**config.mk**
```make
export PLATFORM = sky130hd
export DESIGN_NAME = io_out_serializer
export DESIGN_NICKNAME = d
export VERILOG_FILES = /design/src/rtl/io_out_serializer.sv
export SDC_FILE = /design/constraint.sdc
export NUM_CORES = 1
export LEC_CHECK = 0
export CAP_MARGIN = 20
export CORE_ASPECT_RATIO = 1.4
export CORE_MARGIN = 10
export CORE_UTILIZATION = 58
export DETAILED_ROUTE_END_ITERATION = 8
export PLACE_DENSITY = 0.79
export SETUP_SLACK_MARGIN = 0.05
export SYNTH_ARGS = -nofsm -noshare
export SYNTH_HDL_FRONTEND = slang
export SYNTH_SLANG_ARGS = --single-unit
```
**constraint.sdc**
```tcl
create_clock -name clk -period 4 [get_ports clk]
set_clock_uncertainty 0.2 [all_clocks]
set_input_delay 0.6 -clock clk [delete_from_list [all_inputs] [get_ports clk]]
set_output_delay 0.6 -clock clk [all_outputs]
set_load 0.1 [all_outputs]
```
**src/rtl/io_out_serializer.sv**
```systemverilog
// Serial output endpoint for the bit16 I/O port: FIFO-buffered words sent LSB first on tx.
// Define IO_SER_PARITY_EN to append an even-parity bit after the 16 data bits.
module io_out_serializer #(
  parameter int DEPTH        = 8,
  parameter int CLKS_PER_BIT = 4
) (
  input  logic        clk,
  input  logic        rst,
  input  logic [15:0] io_out,
  input  logic        io_we,
  output logic [15:0] io_in,
  output logic        tx,
  output logic        busy,
  output logic        overflow
);

  localparam int AW = (DEPTH > 1) ? $clog2(DEPTH) : 1;
  localparam int CW = $clog2(DEPTH + 1);
  localparam int BW = $clog2(CLKS_PER_BIT);

  typedef enum logic [2:0] {
    IDLE,
    START,
    DATA,
`ifdef IO_SER_PARITY_EN
    PARITY,
`endif
    STOP
  } state_t;

  state_t        state;
  logic [15:0]   mem [DEPTH];
  logic [AW-1:0] rd_ptr;
  logic [AW-1:0] wr_ptr;
  logic [CW-1:0] count;
  logic [15:0]   shift;
  logic [3:0]    bit_cnt;
  logic [BW-1:0] baud;
`ifdef IO_SER_PARITY_EN
  logic          parity_bit;
`endif

  logic full;
  logic empty;
  logic pop;
  logic push;
  logic baud_wrap;

  assign full      = (count == CW'(DEPTH));
  assign empty     = (count == '0);
  // A full FIFO still accepts a write when the FSM pops in the same cycle.
  assign pop       = (state == IDLE) && !empty;
  assign push      = io_we && (!full || pop);
  assign baud_wrap = (baud == BW'(CLKS_PER_BIT - 1));

  assign busy  = (state != IDLE);
  assign io_in = {overflow, full, empty, busy, 4'b0000, 8'(count)};

  // NOTE: storage has no reset; entries are only read after being written, so
  // leaving them out of reset keeps the array as plain RAM.
  always_ff @(posedge clk) begin
    if (push) mem[wr_ptr] <= io_out;
  end

  // NOTE: every sequential block uses non-blocking assignments so all state
  // updates see the same pre-edge values regardless of statement order.
  always_ff @(posedge clk) begin
    if (rst) begin
      rd_ptr   <= '0;
      wr_ptr   <= '0;
      count    <= '0;
      overflow <= 1'b0;
    end else begin
      if (push) wr_ptr <= wr_ptr + 1'b1;
      if (pop)  rd_ptr <= rd_ptr + 1'b1;
      count <= count + CW'(push) - CW'(pop);
      if (io_we && !push) overflow <= 1'b1;
    end
  end

  always_ff @(posedge clk) begin
    if (rst) begin
      state   <= IDLE;
      tx      <= 1'b1;
      shift   <= '0;
      bit_cnt <= '0;
      baud    <= '0;
`ifdef IO_SER_PARITY_EN
      parity_bit <= 1'b0;
`endif
    end else begin
      case (state)
        IDLE: begin
          tx <= 1'b1;
          if (pop) begin
            shift   <= mem[rd_ptr];
            bit_cnt <= '0;
            baud    <= '0;
            tx      <= 1'b0;
            state   <= START;
`ifdef IO_SER_PARITY_EN
            parity_bit <= ^mem[rd_ptr];
`endif
          end
        end
        START: begin
          if (baud_wrap) begin
            baud  <= '0;
            tx    <= shift[0];
            state <= DATA;
          end else begin
            baud <= baud + 1'b1;
          end
        end
        DATA: begin
          if (baud_wrap) begin
            baud <= '0;
            if (bit_cnt == 4'd15) begin
`ifdef IO_SER_PARITY_EN
              tx    <= parity_bit;
              state <= PARITY;
`else
              tx    <= 1'b1;
              state <= STOP;
`endif
            end else begin
              shift   <= shift >> 1;
              tx      <= shift[1];
              bit_cnt <= bit_cnt + 1'b1;
            end
          end else begin
            baud <= baud + 1'b1;
          end
        end
`ifdef IO_SER_PARITY_EN
        PARITY: begin
          if (baud_wrap) begin
            baud  <= '0;
            tx    <= 1'b1;
            state <= STOP;
          end else begin
            baud <= baud + 1'b1;
          end
        end
`endif
        STOP: begin
          if (baud_wrap) begin
            baud  <= '0;
            state <= IDLE;
          end else begin
            baud <= baud + 1'b1;
          end
        end
        default: state <= IDLE;
      endcase
    end
  end

endmodule

```
== Word-level counts from Yosys, hierarchy flattened ==
Memory sizes are Yosys's and may differ from the RTL's. A register that Yosys moved wholly into a read port is not among the register bits.
Index checks and enable logic that the tools add are counted.

* Flip-flop bits (word level): 37
* Latch bits: 0
* Bits in writable memories: 128
* Memory bits (read-only): 0
* Input bits: 19
* Output and inout bits: 19
* Word-level logic and storage cells: 72
* Memories kept: 1

* Add/sub/neg operators: 6
* Multipliers: 0
* Divide/modulo/power cells: 0
* $lt $le $gt $ge: 0
* Equal/unequal tests: 12
* Shifts and indexed selects: 0
* Muxes and demuxes: 26
* Bitwise operators: 0
* Reduce and logical (&&, ||, !) cells: 18

{| class="wikitable"
|+ Memories
! name !! words !! bits a word !! rd ports !! clocked after memory_dff !! wr ports !! line !! RTL
|-
| mem || 8 || 16 || 1 || 1 || 1 || 32 || <nowiki>logic [15:0] mem [DEPTH];</nowiki>
|}

{| class="wikitable"
|+ Operator list
! operator !! number
|-
| $mux W16 || 3
|-
| $pmux W16 S2 || 1
|-
| $mux W3 || 7
|-
| $mux W4 || 3
|-
| $ne A2 B2 Y1 const B || 6
|-
| $pmux W3 S4 || 1
|-
| $eq A4 B4 Y1 const B || 2
|-
| $pmux W4 S2 || 1
|-
| $add A3 B1 Y3 const B || 2
|-
| $eq A3 B2 Y1 const B || 2
|-
| $mux W1 || 6
|-
| $reduce_bool A3 Y1 || 2
|-
| $reduce_and A5 Y1 || 1
|-
| $add A4 B1 Y4 || 1
|-
| $add A4 B1 Y4 const B || 1
|-
| $logic_not A4 Y1 || 1
|-
| $mux W2 || 2
|-
| $pmux W2 S2 || 1
|-
| $reduce_and A4 Y1 || 1
|-
| $reduce_bool A2 Y1 || 2
|-
| $sub A4 B1 Y4 || 1
|-
| $eq A3 B1 Y1 const B || 1
|-
| $logic_and A1 B1 Y1 || 3
|-
| $logic_not A1 Y1 || 3
|-
| 8 further kinds || 8
|}

== Longest topological paths before layout ==
* Depth after elaboration: 7
* Mapped depth: 12

== Worst setup path before layout ==
OpenSTA, ideal clock, no wires.

* Kind: flip-flop to flip-flop
* Start point: reg count[2]
* End point: mem mem[0][0] (enable)
* Setup time: 0.409 ns
* Arrival time: 3.202 ns
* Path slack: 0.188 ns
* Cell stages (with the launch flop): 7
* Buffers on the path: 0
* Path through: dfxtp_1 > inv_1 > ha_1 > or3b_2 > o21ai_0 > or2_2 > nor3_1

* Cells in the longest elaborated chain, start to end: 7
* Elaborated cells between the ends (all ways): 9

{| class="wikitable"
|+ Ends and longest elaborated chain
! element !! line !! RTL
|-
| start, declared || 35 || <nowiki>logic [CW-1:0] count;</nowiki>
|-
| start signal, assigned || 76 || <nowiki>count <= count + CW'(push) - CW'(pop);</nowiki>
|-
| $logic_not A4 Y1 || 50 || <nowiki>assign empty = (count == '0);</nowiki>
|-
| $logic_not A1 Y1 || 52 || <nowiki>assign pop = (state == IDLE) && !empty;</nowiki>
|-
| $logic_and A1 B1 Y1 || 52 ||
|-
| $logic_or A1 B1 Y1 (*) || 53 || <nowiki>assign push = io_we && (!full || pop);</nowiki>
|-
| $logic_and A1 B1 Y1 (*) || 53 ||
|-
| $mux W1 (*) || 62 || <nowiki>if (push) mem[wr_ptr] <= io_out;</nowiki>
|-
| $mux W1 (implied by the code) (*) || 62 ||
|-
| end, declared || 32 ||
|}

Every way passes the cells marked *; elsewhere a longest branch is shown, timed or not.

== Worst setup path in the final report ==
* Start point: reg count[2]
* End point: out io_in[13]

* Cells in the longest elaborated chain, start to end: 1

{| class="wikitable"
|+ Ends and longest elaborated chain
! element !! line !! RTL
|-
| $logic_not A4 Y1 || 50 ||
|-
| end, declared || 11 || <nowiki>output logic [15:0] io_in,</nowiki>
|}

No other way between the ends.

==> flow_metrics.env <==
export IMPL_synth_area_um2=6880
export IMPL_synthMuxAreaShare_pct=13.7
export IMPL_dieHeight_um=149
export IMPL_tightest_slew_ns=0.977
export IMPL_clkTransAtPathRegs_ns=0.06
export IMPL_synth_ff_latch_count=167
export IMPL_yosys_area_share_simple_pct=6.72
export IMPL_gr_total_overflow=0
export IMPL_hold_violations=0
export IMPL_synth_xor_xnor_area_share_pct=0.763
export IMPL_routed_via_density=5.97
export IMPL_grt_pass1_vias=3952
export IMPL_p_leak_nw=2.68
export IMPL_dpl_hpwl_mm=8.13
export IMPL_async_reset_ff_share_pct=0
export IMPL_wl_per_cell_um=20.9
export IMPL_finalMaxSlewViolations=0
export IMPL_yosysUniqueCellTypes=46
export IMPL_globalplace_congestion=0.780
export IMPL_synthAdderAreaFrac_pct=2.84
export IMPL_numCtsBuffers=17
export IMPL_ant_nets=0
export IMPL_io_buffers=29
export IMPL_die_w_um=112
export IMPL_worstPathCellList="inv_1, ha_1, or3b_2, inv_1, buf_4"
export IMPL_arrival_ns=2.06
export IMPL_drc=0
export IMPL_cp_common_cell="inv_1"
export IMPL_pwr_density_cell_nw_per_um2=719
export IMPL_fin_crit_sh_pct=71.5
export IMPL_tns_ns=0
export IMPL_grt_antenna_before_repair=0
export IMPL_cpMaxStageDelayCell="or3b_2"
export IMPL_outcome="finished, final reports clean"
export IMPL_cp_top_family="buffers and inverters"
export IMPL_cts_hold_buffers=0
export IMPL_fp_dieArea_um2=16700
export IMPL_finalWorstPathRequiredPeriod_ns=2.86
export IMPL_first_pass_iters=4
export IMPL_grtUsageTotal_pct=16.4
export IMPL_fin_cells=629
export IMPL_cts_sinks=167
export IMPL_critPathMaxFanout=7
export IMPL_peakVddDrop_mv=0.427
export IMPL_ioPinCount=38
export IMPL_postSynthCellCount=434
export IMPL_cp_end_kind="output pin"
export IMPL_rsz0062_at_grt="no"
export IMPL_cts_post_setup_buffers_inserted=0
export IMPL_htree_num_levels=4
export IMPL_clockRootBuffer="clkbuf_16"
export IMPL_hp_class="reg -> reg"
export IMPL_coreArea_um2=11700
export IMPL_criticalPathCategory="reg -> out"
export IMPL_fmax_ghz=0.350
export IMPL_grt_first_pass_wirelength_mm=21.1
export IMPL_synthToLayoutAreaGrowth_pct=14.6
export IMPL_regToRegSetupSlack_ns=1.29
export IMPL_grt_max_degree=31
export IMPL_place_inst=597
export IMPL_routed_wl_mm=13.1
export IMPL_final_fill_count=768
export IMPL_multi_input_area_um2=2050
export IMPL_cts_max_path_buffers=2
export IMPL_setup_viol=0
export IMPL_clk_latency_ns=0.42
export IMPL_cts_tree="built"
export IMPL_nNetsFinal=503
export IMPL_ys_seq_area_share_pct=67.2
export IMPL_start_kind="flip-flop"
export IMPL_synth_edf_count=128
export IMPL_slew_headroom_pct=34.7
export IMPL_maxCapViolCount=0
export IMPL_regArea_um2=4630
export IMPL_synth_area_per_cell_um2=15.9
export IMPL_antennaDiodeCount=0
export IMPL_start_util_pct=58.8
export IMPL_cp_data_required_time_ns=3.20
export IMPL_synth_main_ff_cell="edfxtp_1"
export IMPL_path_buf_inv=3
export IMPL_drtIter0Drc=213
export IMPL_max_stage_delay_ns=0.55
export IMPL_vias=3753
export IMPL_ys_warn_count=0
export IMPL_cts_resized_gates=0
export IMPL_rows=47
export IMPL_synth_compound_area_share_pct=5.20
export IMPL_synth_top_family_by_area="multiplexers"
export IMPL_drive_above_1_share_pct=17.2
==> worst paths after layout <==
check / from / to / cells past startpoint
max: count[2] / io_in[13] / 5
max reg2reg: count[2] / count[1] / 9
min reg2reg: rd_ptr[1] / flip-flop / 2
min: rd_ptr[1] / flip-flop / 2
==> report_power, final <==
group	total, mW	internal [mW]	switching [mW]	leakage [nW]
Clock	1.64	0.983	0.658	0.289
Sequential	2.23	2.05	0.174	1.48
Combinational	1.81	0.684	1.12	0.912
==> cell usage after synthesis (all sizes together), types with 2 or more instances <==
| cell type | instances | area, µm² |
|---|---|---|
| edfxtp | 128 | 3840 |
| mux2i | 40 | 400 |
| dfxtp | 39 | 781 |
| mux4 | 24 | 541 |
| buf | 23 | 160 |
| nand2 | 20 | 75.1 |
| nor2 | 20 | 75.1 |
| ha | 14 | 175 |
| inv | 13 | 48.8 |
| clkbuf | 10 | 37.5 |
| and2 | 9 | 56.3 |
| nand3 | 9 | 45.0 |
| nand4 | 9 | 56.3 |
| a21oi | 8 | 40.0 |
| o21ai | 8 | 40.0 |
| nor2b | 6 | 37.5 |
| o221ai | 6 | 52.6 |
| o22ai | 5 | 56.3 |
| a22oi | 4 | 30.0 |
| nand4b | 4 | 35.0 |
| nand2b | 3 | 18.8 |
| nor3 | 3 | 15.0 |
| o211ai | 3 | 22.5 |
| xnor2 | 3 | 26.3 |
| xor2 | 3 | 26.3 |
| a21o | 2 | 15.0 |
| a31oi | 2 | 12.5 |
| or3b | 2 | 17.5 |
==> layout make-up <==
| cell class | instances | area share, % |
|---|---|---|
| Timing Repair Buffer | 42 | 4.79 |
| Multi-Input combinational cell | 228 | 26.0 |
| Clock inverter | 15 | 2.24 |
| Clock buffer | 17 | 5.39 |
| Inverter | 13 | 0.619 |
| Sequential cell | 167 | 58.6 |
| Tap cell | 147 | 2.33 |
==> cell families after synthesis <==
logic type	Yosys count
DFF	167
adders and majority gates	15
xor gates and xnor gates	6
buffers and inverters	46
and+or+nand+nor	89
AOI/OAI and AO/OA	46
other	1
muxes	64
==> per-layer routing <==
| layer | wire length, µm | up-vias | GRT usage, % |
|---|---|---|---|
| met3 | 493 | 25 | 4.23 |
| li1 | - | 1718 | - |
| met5 | 0 | - | 0 |
| met2 | 7180 | 81 | 29.5 |
| met4 | 349 | 0 | 8.21 |
| met1 | 5110 | 1929 | 17.5 |
==> sequential cells by signal, summed over array words and instances (netlist names), named ones only <==
signal and flops:
mem 128, shift 16, bit_cnt 4, count 4, rd_ptr 3, wr_ptr 3, baud 2, state 2
overflow 1, tx 1
==> per-stage QoR <==
| step | setup slack (ns) | utilization [%] | hold WS, ns | cell area, µm² | total power [mW] |
|---|---|---|---|---|---|
| 2_1_floorplan | 0.188 | - | 0.254 | 6910 | 3.72 |
| 3_3_place_gp | 1.34 | 62.3 | 0.257 | 7290 | 4.00 |
| 3_5_place_dp | 1.27 | 62.3 | 0.263 | 7290 | 4.06 |
| 4_1_cts | 1.13 | 67.4 | 0.279 | 7890 | 5.71 |
| 5_1_grt | 1.05 | 67.4 | 0.298 | 7890 | 5.94 |
| 6_report | 1.14 | 67.4 | 0.283 | 7890 | 5.67 |
==> placed cells by master (no fill, tap or decap), drive strengths merged, types with 9 or more instances in the layout <==
| cell | count |
|---|---|
| edfxtp | 128 |
| mux2i | 40 |
| dfxtp | 39 |
| clkdlybuf4s50 | 25 |
| mux4 | 24 |
| nand2 | 20 |
| nor2 | 20 |
| clkbuf | 17 |
| buf | 17 |
| inv | 16 |
| ha | 14 |
| nand3 | 9 |
| nand4 | 9 |
| and2 | 9 |
==> worst reg2reg max path: stages, from the launching register on <==
cell	delay, ns
dfxtp_1	0.31
inv_1	0.10
ha_1	0.21
or3b_2	0.55
inv_1	0.16
or3_1	0.19
nand2_1	0.07
ha_1	0.21
fa_1	0.44
nor2b_1	0.15
(Power assumes the default switching activity.)
